===== config.mk =====
export PLATFORM = sky130hd
export DESIGN_NAME = cga_regfile_ext
export DESIGN_NICKNAME = d
export VERILOG_FILES = /design/src/rtl/cga_regfile_ext.sv
export SDC_FILE = /design/constraint.sdc
export NUM_CORES = 1
export LEC_CHECK = 0
export ABC_AREA = 1
export CORE_MARGIN = 1
export CORE_UTILIZATION = 57
export DETAILED_ROUTE_END_ITERATION = 16
export PLACE_DENSITY = 0.92
export SLEW_MARGIN = 20
export SYNTH_ARGS = -nofsm -noshare
export SYNTH_HDL_FRONTEND = slang
export SYNTH_SLANG_ARGS = --single-unit

===== constraint.sdc =====
create_clock -name clk -period 2.8 [get_ports clk]
set_input_delay 0.28 -clock clk [delete_from_list [all_inputs] [get_ports clk]]
set_output_delay 0.28 -clock clk [all_outputs]
set_load 0.01 [all_outputs]

===== src/rtl/cga_regfile_ext.sv =====
// ---------------------------------------------------------------------------
// cga_regfile_ext
//   CGA/Tandy I/O register file with an indexed Tandy register port, an
//   N-entry palette (shadow + active copies, auto-increment index), optional
//   vblank-deferred palette commit, synchronised status bits and a
//   memory-cycle wait-state generator.
//
// Ports
//   clk, reset          system clock, synchronous active-high reset
//   bus_a/bus_d         ISA address (15b) and write data (8b)
//   bus_ior_l/bus_iow_l I/O read/write strobes, active low (synchronised here)
//   bus_mem_cs          framebuffer memory cycle, drives the wait FSM
//   bus_aen             DMA address enable, blocks I/O decode when high
//   bus_out/bus_dir     read data and read-drive enable
//   bus_rdy             ISA ready
//   vsync/vblank/display_enable  CRTC timing inputs
//   control_reg/color_reg/tandy_mode/pal_mask  register outputs
//   pal_rd_idx/pal_rd_data  pixel-side palette lookup (1 clk latency)
//   pal_committed       1-clk pulse when palette data reaches the active copy
//
// Wait FSM
//   state   | meaning
//   IDLE    | no memory cycle in progress, rdy=1
//   WAIT    | memory cycle started, rdy=0 while counting down
//   DONE    | wait served, rdy=1 until bus_mem_cs drops
// ---------------------------------------------------------------------------
module cga_regfile_ext #(
   parameter logic [15:0] IO_BASE_ADDR    = 16'h3D0,
   parameter int          PAL_ENTRIES     = 16,
   parameter int          PAL_WIDTH       = 4,
   parameter int          WAIT_CYCLES     = 4,
   parameter int          SYNC_STAGES     = 2,
   parameter int          DEFER_TO_VBLANK = 1,
   localparam int         IDX_W           = $clog2(PAL_ENTRIES)
) (
   input  logic                 clk,
   input  logic                 reset,
   input  logic [14:0]          bus_a,
   input  logic                 bus_ior_l,
   input  logic                 bus_iow_l,
   input  logic                 bus_mem_cs,
   input  logic                 bus_aen,
   input  logic [7:0]           bus_d,
   output logic [7:0]           bus_out,
   output logic                 bus_dir,
   output logic                 bus_rdy,
   input  logic                 vsync,
   input  logic                 vblank,
   input  logic                 display_enable,
   output logic [7:0]           control_reg,
   output logic [7:0]           color_reg,
   output logic [7:0]           tandy_mode,
   output logic [PAL_WIDTH-1:0] pal_mask,
   input  logic [IDX_W-1:0]     pal_rd_idx,
   output logic [PAL_WIDTH-1:0] pal_rd_data,
   output logic                 pal_committed
);

   localparam logic [14:0] A_CTRL  = IO_BASE_ADDR[14:0] + 15'h8;
   localparam logic [14:0] A_COLOR = IO_BASE_ADDR[14:0] + 15'h9;
   localparam logic [14:0] A_STAT  = IO_BASE_ADDR[14:0] + 15'hA;
   localparam logic [14:0] A_DATA  = IO_BASE_ADDR[14:0] + 15'hE;
   localparam logic [5:0]  PAL_END = 6'(16 + PAL_ENTRIES);

   // synchronisers
   logic [SYNC_STAGES-1:0] ior_sr, iow_sr, vs_sr, de_sr;
   logic ior_q, iow_q;
   logic ior_s, iow_s, vs_s, de_s;

   assign ior_s = ior_sr[SYNC_STAGES-1];
   assign iow_s = iow_sr[SYNC_STAGES-1];
   assign vs_s  = vs_sr[SYNC_STAGES-1];
   assign de_s  = de_sr[SYNC_STAGES-1];

   always_ff @(posedge clk) begin
      if (reset) begin
         ior_sr <= '1;
         iow_sr <= '1;
         vs_sr  <= '0;
         de_sr  <= '0;
         ior_q  <= 1'b1;
         iow_q  <= 1'b1;
      end else begin
         ior_sr <= {ior_sr[SYNC_STAGES-2:0], bus_ior_l};
         iow_sr <= {iow_sr[SYNC_STAGES-2:0], bus_iow_l};
         vs_sr  <= {vs_sr[SYNC_STAGES-2:0], vsync};
         de_sr  <= {de_sr[SYNC_STAGES-2:0], display_enable};
         ior_q  <= ior_s;
         iow_q  <= iow_s;
      end
   end

   // one action per strobe: only the synced falling edge fires
   logic rd_fire, wr_fire;
   assign rd_fire = ior_q & ~ior_s;
   assign wr_fire = iow_q & ~iow_s;

   logic cs_ctrl, cs_color, cs_stat, cs_data;
   assign cs_ctrl  = (bus_a == A_CTRL)  & ~bus_aen;
   assign cs_color = (bus_a == A_COLOR) & ~bus_aen;
   assign cs_stat  = (bus_a == A_STAT)  & ~bus_aen;
   assign cs_data  = (bus_a == A_DATA)  & ~bus_aen;

   // status is the only readable location
   assign bus_dir = cs_stat & ~bus_ior_l;
   assign bus_out = bus_dir ? {4'b1111, vs_s, 2'b10, ~de_s} : 8'h00;

   logic [4:0]           tandy_idx;
   logic [PAL_WIDTH-1:0] shadow [PAL_ENTRIES];
   logic [PAL_WIDTH-1:0] active [PAL_ENTRIES];
   logic                 pending;
   logic                 vblank_q;

   logic             idx_is_pal;
   logic [IDX_W-1:0] pal_sel;
   logic [IDX_W-1:0] pal_next;
   logic             shadow_wr;
   logic             vb_rise;
   logic             commit_all;

   assign idx_is_pal = tandy_idx[4] & ({1'b0, tandy_idx} < PAL_END);
   assign pal_sel    = tandy_idx[IDX_W-1:0];
   assign pal_next   = pal_sel + IDX_W'(1);
   assign shadow_wr  = wr_fire & cs_data & idx_is_pal;
   assign vb_rise    = vblank & ~vblank_q;
   assign commit_all = (DEFER_TO_VBLANK != 0) & vb_rise & pending;

   always_ff @(posedge clk) begin
      if (reset) begin
         control_reg   <= 8'h29;
         color_reg     <= 8'h00;
         tandy_mode    <= 8'h00;
         pal_mask      <= '1;
         tandy_idx     <= 5'h00;
         pending       <= 1'b0;
         vblank_q      <= 1'b0;
         pal_rd_data   <= '0;
         pal_committed <= 1'b0;
         for (int i = 0; i < PAL_ENTRIES; i++) begin
            shadow[i] <= PAL_WIDTH'(i);
            active[i] <= PAL_WIDTH'(i);
         end
      end else begin
         vblank_q    <= vblank;
         pal_rd_data <= active[pal_rd_idx];

         if (wr_fire) begin
            if (cs_ctrl)  control_reg <= bus_d;
            if (cs_color) color_reg   <= bus_d;
            if (cs_stat)  tandy_idx   <= bus_d[4:0];
            if (cs_data) begin
               if (tandy_idx == 5'h01) begin
                  pal_mask <= bus_d[PAL_WIDTH-1:0];
               end else if (tandy_idx == 5'h03) begin
                  tandy_mode <= bus_d;
               end else if (idx_is_pal) begin
                  shadow[pal_sel] <= bus_d[PAL_WIDTH-1:0];
                  // palette range is 0x10-aligned, so the low bits wrap on their own
                  tandy_idx <= 5'h10 | 5'(pal_next);
               end
            end
         end

         // a status read resets the index flip-flop
         if (rd_fire && cs_stat) tandy_idx <= 5'h00;

         if (DEFER_TO_VBLANK != 0) begin
            // commit copies the pre-write shadow; a coincident write stays pending
            if (commit_all) begin
               for (int i = 0; i < PAL_ENTRIES; i++) active[i] <= shadow[i];
            end
            if (shadow_wr)       pending <= 1'b1;
            else if (commit_all) pending <= 1'b0;
            pal_committed <= commit_all;
         end else begin
            if (shadow_wr) active[pal_sel] <= bus_d[PAL_WIDTH-1:0];
            pal_committed <= shadow_wr;
         end
      end
   end

   generate
      if (WAIT_CYCLES == 0) begin : g_no_wait
         assign bus_rdy = 1'b1;
      end else begin : g_wait
         localparam int CW = $clog2(WAIT_CYCLES + 1);
         typedef enum logic [1:0] {ST_IDLE, ST_WAIT, ST_DONE} wait_state_t;

         wait_state_t   state;
         logic [CW-1:0] cnt;
         logic          mem_cs_q;
         logic          rdy_r;

         always_ff @(posedge clk) begin
            if (reset) begin
               state    <= ST_IDLE;
               cnt      <= '0;
               mem_cs_q <= 1'b0;
               rdy_r    <= 1'b1;
            end else begin
               mem_cs_q <= bus_mem_cs;
               case (state)
                  ST_IDLE: begin
                     if (bus_mem_cs && !mem_cs_q) begin
                        state <= ST_WAIT;
                        cnt   <= CW'(WAIT_CYCLES - 1);
                        rdy_r <= 1'b0;
                     end
                  end
                  ST_WAIT: begin
                     if (!bus_mem_cs) begin
                        state <= ST_IDLE;
                        rdy_r <= 1'b1;
                     end else if (cnt == '0) begin
                        state <= ST_DONE;
                        rdy_r <= 1'b1;
                     end else begin
                        cnt <= cnt - CW'(1);
                     end
                  end
                  ST_DONE: begin
                     if (!bus_mem_cs) state <= ST_IDLE;
                  end
                  default: begin
                     state <= ST_IDLE;
                     rdy_r <= 1'b1;
                  end
               endcase
            end
         end

         assign bus_rdy = rdy_r;
      end
   endgenerate

endmodule


==> out/qor.log <==
INFO  final_layout   seqCellArea=4980µm²
INFO  yosys          yosysTopAreaCellShare=0.493
INFO  route          wl_per_cell=15.8µm
INFO  die            dieArea=14200µm²
INFO  route          drt-vias-per-instance=5.37
INFO  yosys          yosys.cell_types.count=29
INFO  place          dpl_cell_area=8750µm²
INFO  yosys          yosys-top-cells-area=edfxtp_1 49%, dfxtp_1 15%, nor2_1 7.7%
INFO  sta            timing_worst_slew_pin_value=0.607ns
INFO  sta            period_share=0.926
INFO  place          dp.cells=1029
INFO  yosys          mappedNetlistNets=842
INFO  power_and_ir_drop intPower=4.45mW
INFO  worst_setup_path crit_path_top_delay_cell=clkdlybuf4s50_1
INFO  global_route   global_route_wire_length_before_repair=26700µm
INFO  yosys          postSynth.asyncResetShare=0
INFO  power_and_ir_drop clock_power_share=0.416
INFO  final_layout   multi_input_comb_area=2250µm²
INFO  route          num_vias=5702
INFO  die            fp.coreArea=13300µm²
INFO  yosys          mappedNetlistArea=7800µm²
INFO  worst_setup_path path_class=input pin to output pin
INFO  worst_setup_path worstSetupStartpointType=input pin
INFO  route          detail_route.iter0.violations=572
INFO  route          detail_route.wirelength=16700µm
INFO  sta            slew_viol_final=0
INFO  sta            rsz0062_at_grt=no
INFO  worst_setup_path worst-path-max-fanout=7
INFO  final_layout   final_instance_area=9350µm²
INFO  power_and_ir_drop report.power.total=5.69mW
INFO  final_layout   end_of_flow_core_utilization=0.703
INFO  sta            final.hold.worst_slack=0.357ns
INFO  yosys          ys_flop_type=edfxtp_1
INFO  yosys          synth_edf_count=128
INFO  final_layout   drive_above_1_share=0.112
INFO  die            fp.dieH=119µm
INFO  outcome        status=completed
INFO  sta            fmaxAchievable=0.386GHz
INFO  worst_hold_path hold-path-cell-count=3
INFO  worst_setup_path worstPathRequired=2.52ns
INFO  sta            fin_skew=0.0111ns
INFO  final_layout   mostFrequentLayoutCells=159 x nor2_1, 128 x edfxtp_1, 101 x nand2_1
INFO  place          routabilityCongestion=0.902
INFO  worst_setup_path crit_path_cell_trace=clkdlybuf4s50_1 -> nand2_1 -> inv_1 -> nand2_1 -> nor2_4 -> nand3_1 -> nor2_2 -> inv_1 -> nor2_1 -> clkdlybuf4s50_1
INFO  route          final_antenna_net_count=0
INFO  clocking       clk_pin_slew_worst_paths=0.06ns
INFO  worst_setup_path critical_path.n_buffers_inverters=4
INFO  place          place.detailed.hpwl=11000µm
INFO  route          route.detailed.drc=0
INFO  die            rows=42
INFO  final_layout   largest_registers=active x64, shadow x64
INFO  sta            fin_tns_setup=0ns
INFO  final_layout   layout.cells.most_common=nor2_1
INFO  yosys          muxShareOfSynthArea=0
INFO  yosys          syn_area_per_cell=9.75µm²
INFO  final_layout   filler_cell_count=895
INFO  power_and_ir_drop power.switching_fraction=0.219
INFO  yosys          synth-compound-area-share=0.0771
INFO  worst_hold_path holdCritPathClass=input pin to flip-flop
INFO  sta            slew_headroom=0.595
INFO  final_layout   layout.cells.non_filler=1061
INFO  sta            min_period=2.59ns
INFO  clocking       cts_inserted_buffers=17
INFO  final_layout   num_antenna_cells=0
INFO  power_and_ir_drop power.density=609nW/µm²
INFO  worst_setup_path critPathTopFamily=buffers and inverters
INFO  global_route   grt_pass1_vias=5456
INFO  global_route   grt.total_usage=0.249
INFO  sta            report.final.setup_viol=0
INFO  die            floorplan.initialDensity=0.587
INFO  final_layout   areaGrowthSynthToFinish=19.8%
INFO  die            pin_count=79
INFO  worst_setup_path worst_r2r_path_depth=7
INFO  power_and_ir_drop power.static_leakage=3.51nW
INFO  worst_setup_path arrival_time_reported_for_the_critical_path_endpoint=2.31ns
INFO  yosys          synthSimpleGateAreaFrac=0.198
INFO  yosys          netlist.top_cell.by_area=edfxtp_1
INFO  route          drt_pass1_iterations=5
INFO  yosys          synthCells=800
INFO  die            fp.dieW=119µm
INFO  yosys          synth-xor-area-share=0.00225
INFO  power_and_ir_drop p_switching=1.25mW
INFO  final_layout   fin_nets=914
INFO  global_route   overflow=0
INFO  clocking       tritoncts=done
INFO  clocking       holdBufCountCts=0
INFO  clocking       clk_path_buf_depth=2
INFO  sta            finalHoldViolCount=0
INFO  worst_setup_path endpoint_kind=output pin
INFO  place          numPortBuffers=77
INFO  yosys          synth_top_family_by_area=simple AND/OR/NAND/NOR gates
INFO  yosys          yosys_register_bits=185
INFO  global_route   grt_max_degree=66
INFO  clocking       ctsHtreeMaxLevel=4
INFO  worst_setup_path worst_path_largest_cell_delay=0.54ns
INFO  yosys          yosys.area_share.adder=0.00962
INFO  clocking       tritoncts_num_sinks=185
INFO  power_and_ir_drop ir_drop=0.458mV
INFO  power_and_ir_drop p_comb_frac=0.056
INFO  clocking       clk_latency=0.44ns
INFO  yosys          synth-seq-area-share=0.639
INFO  sta            post-route-worst-setup-slack=0.208ns
INFO  power_and_ir_drop seqPwrFrac=0.528
INFO  clocking       clock-root-buffer=clkbuf_16
INFO  place          pre_cts_ws=0.0958ns
INFO  job            cap_viol_max_count=0
INFO  global_route   grt_antenna_before_repair=0
INFO  worst_setup_path worst-path-stages=10
INFO  yosys          synth-warning-count=0
## power groups by stage
stage / Clock [mW] / Sequential (mW) / Combinational, mW
after floorplan: 0 / 3.06 / 0.169
after global placement: 0 / 3.06 / 0.301
after detailed placement: 0 / 3.06 / 0.313
after CTS: 2.37 / 3.01 / 0.318
after global routing: 2.48 / 3.01 / 0.348
final: 2.37 / 3.01 / 0.318
## logic make-up after synthesis
logic type	count (synthesis)
xor+xnor	2
other cells	1
flops	185
buf+inv	146
fa+ha+maj	6
simple gates	351
compound gates	109
## cell type report
cell class,instances,share of cell area
sequential,185,0.533
multi-input combinational,469,0.241
clock inverter,11,0.0100
tap,176,0.0236
clock buffer,21,0.0538
timing repair buffer,91,0.0951
inverter,108,0.0434
## synthesized netlist by cell type, drive strengths merged (6+ instances only)
library cell and n:
nor3 6, edfxtp 128, nor2 168, dfxtp 57, clkbuf 31, nand4 7
o21ai 64, or2 36, a21oi 23, buf 7, nand3 28, o211ai 20
inv 106, ha 6, nand2 102
## worst register-to-register path: stages (launching register included)
cell and delay (ns):
dfxtp_1 0.30, inv_1 0.07, nand2_1 0.16, inv_1 0.27, nand4_4 0.22, nor2_4 0.20
nand2_1 0.16, nand2_1 0.20
## worst paths after layout
path / from / endpoint / slack [ns]
max: bus_a[8] / bus_out[0] / 0.21
min: display_enable / de_sr[0]$_SDFF_PP0_ / 0.36
max reg2reg: iow_sr[1]$_SDFF_PP1_ / shadow[6][3]$_SDFFCE_PN0P_ / 0.91
min reg2reg: de_sr[0]$_SDFF_PP0_ / de_sr[1]$_SDFF_PP0_ / 0.41
## timing repair
action                                  CTS  global route
hold endpoints to repair                  0             0
setup buffers                             0             0
endpoints found under the setup margin    0             1
resized for setup                         0             1
## layer usage
metal | global-route usage | share of wire | vias up | routed length (µm)
li1 | - | - | 2741 | -
met1 | 0.287 | 0.39 | 2627 | 6540
met4 | 0.107 | 0.021 | 0 | 347
met2 | 0.431 | 0.51 | 301 | 8460
met5 | 0 | 0 | - | 0
met3 | 0.0723 | 0.083 | 33 | 1390
(Power assumes the default switching activity.)
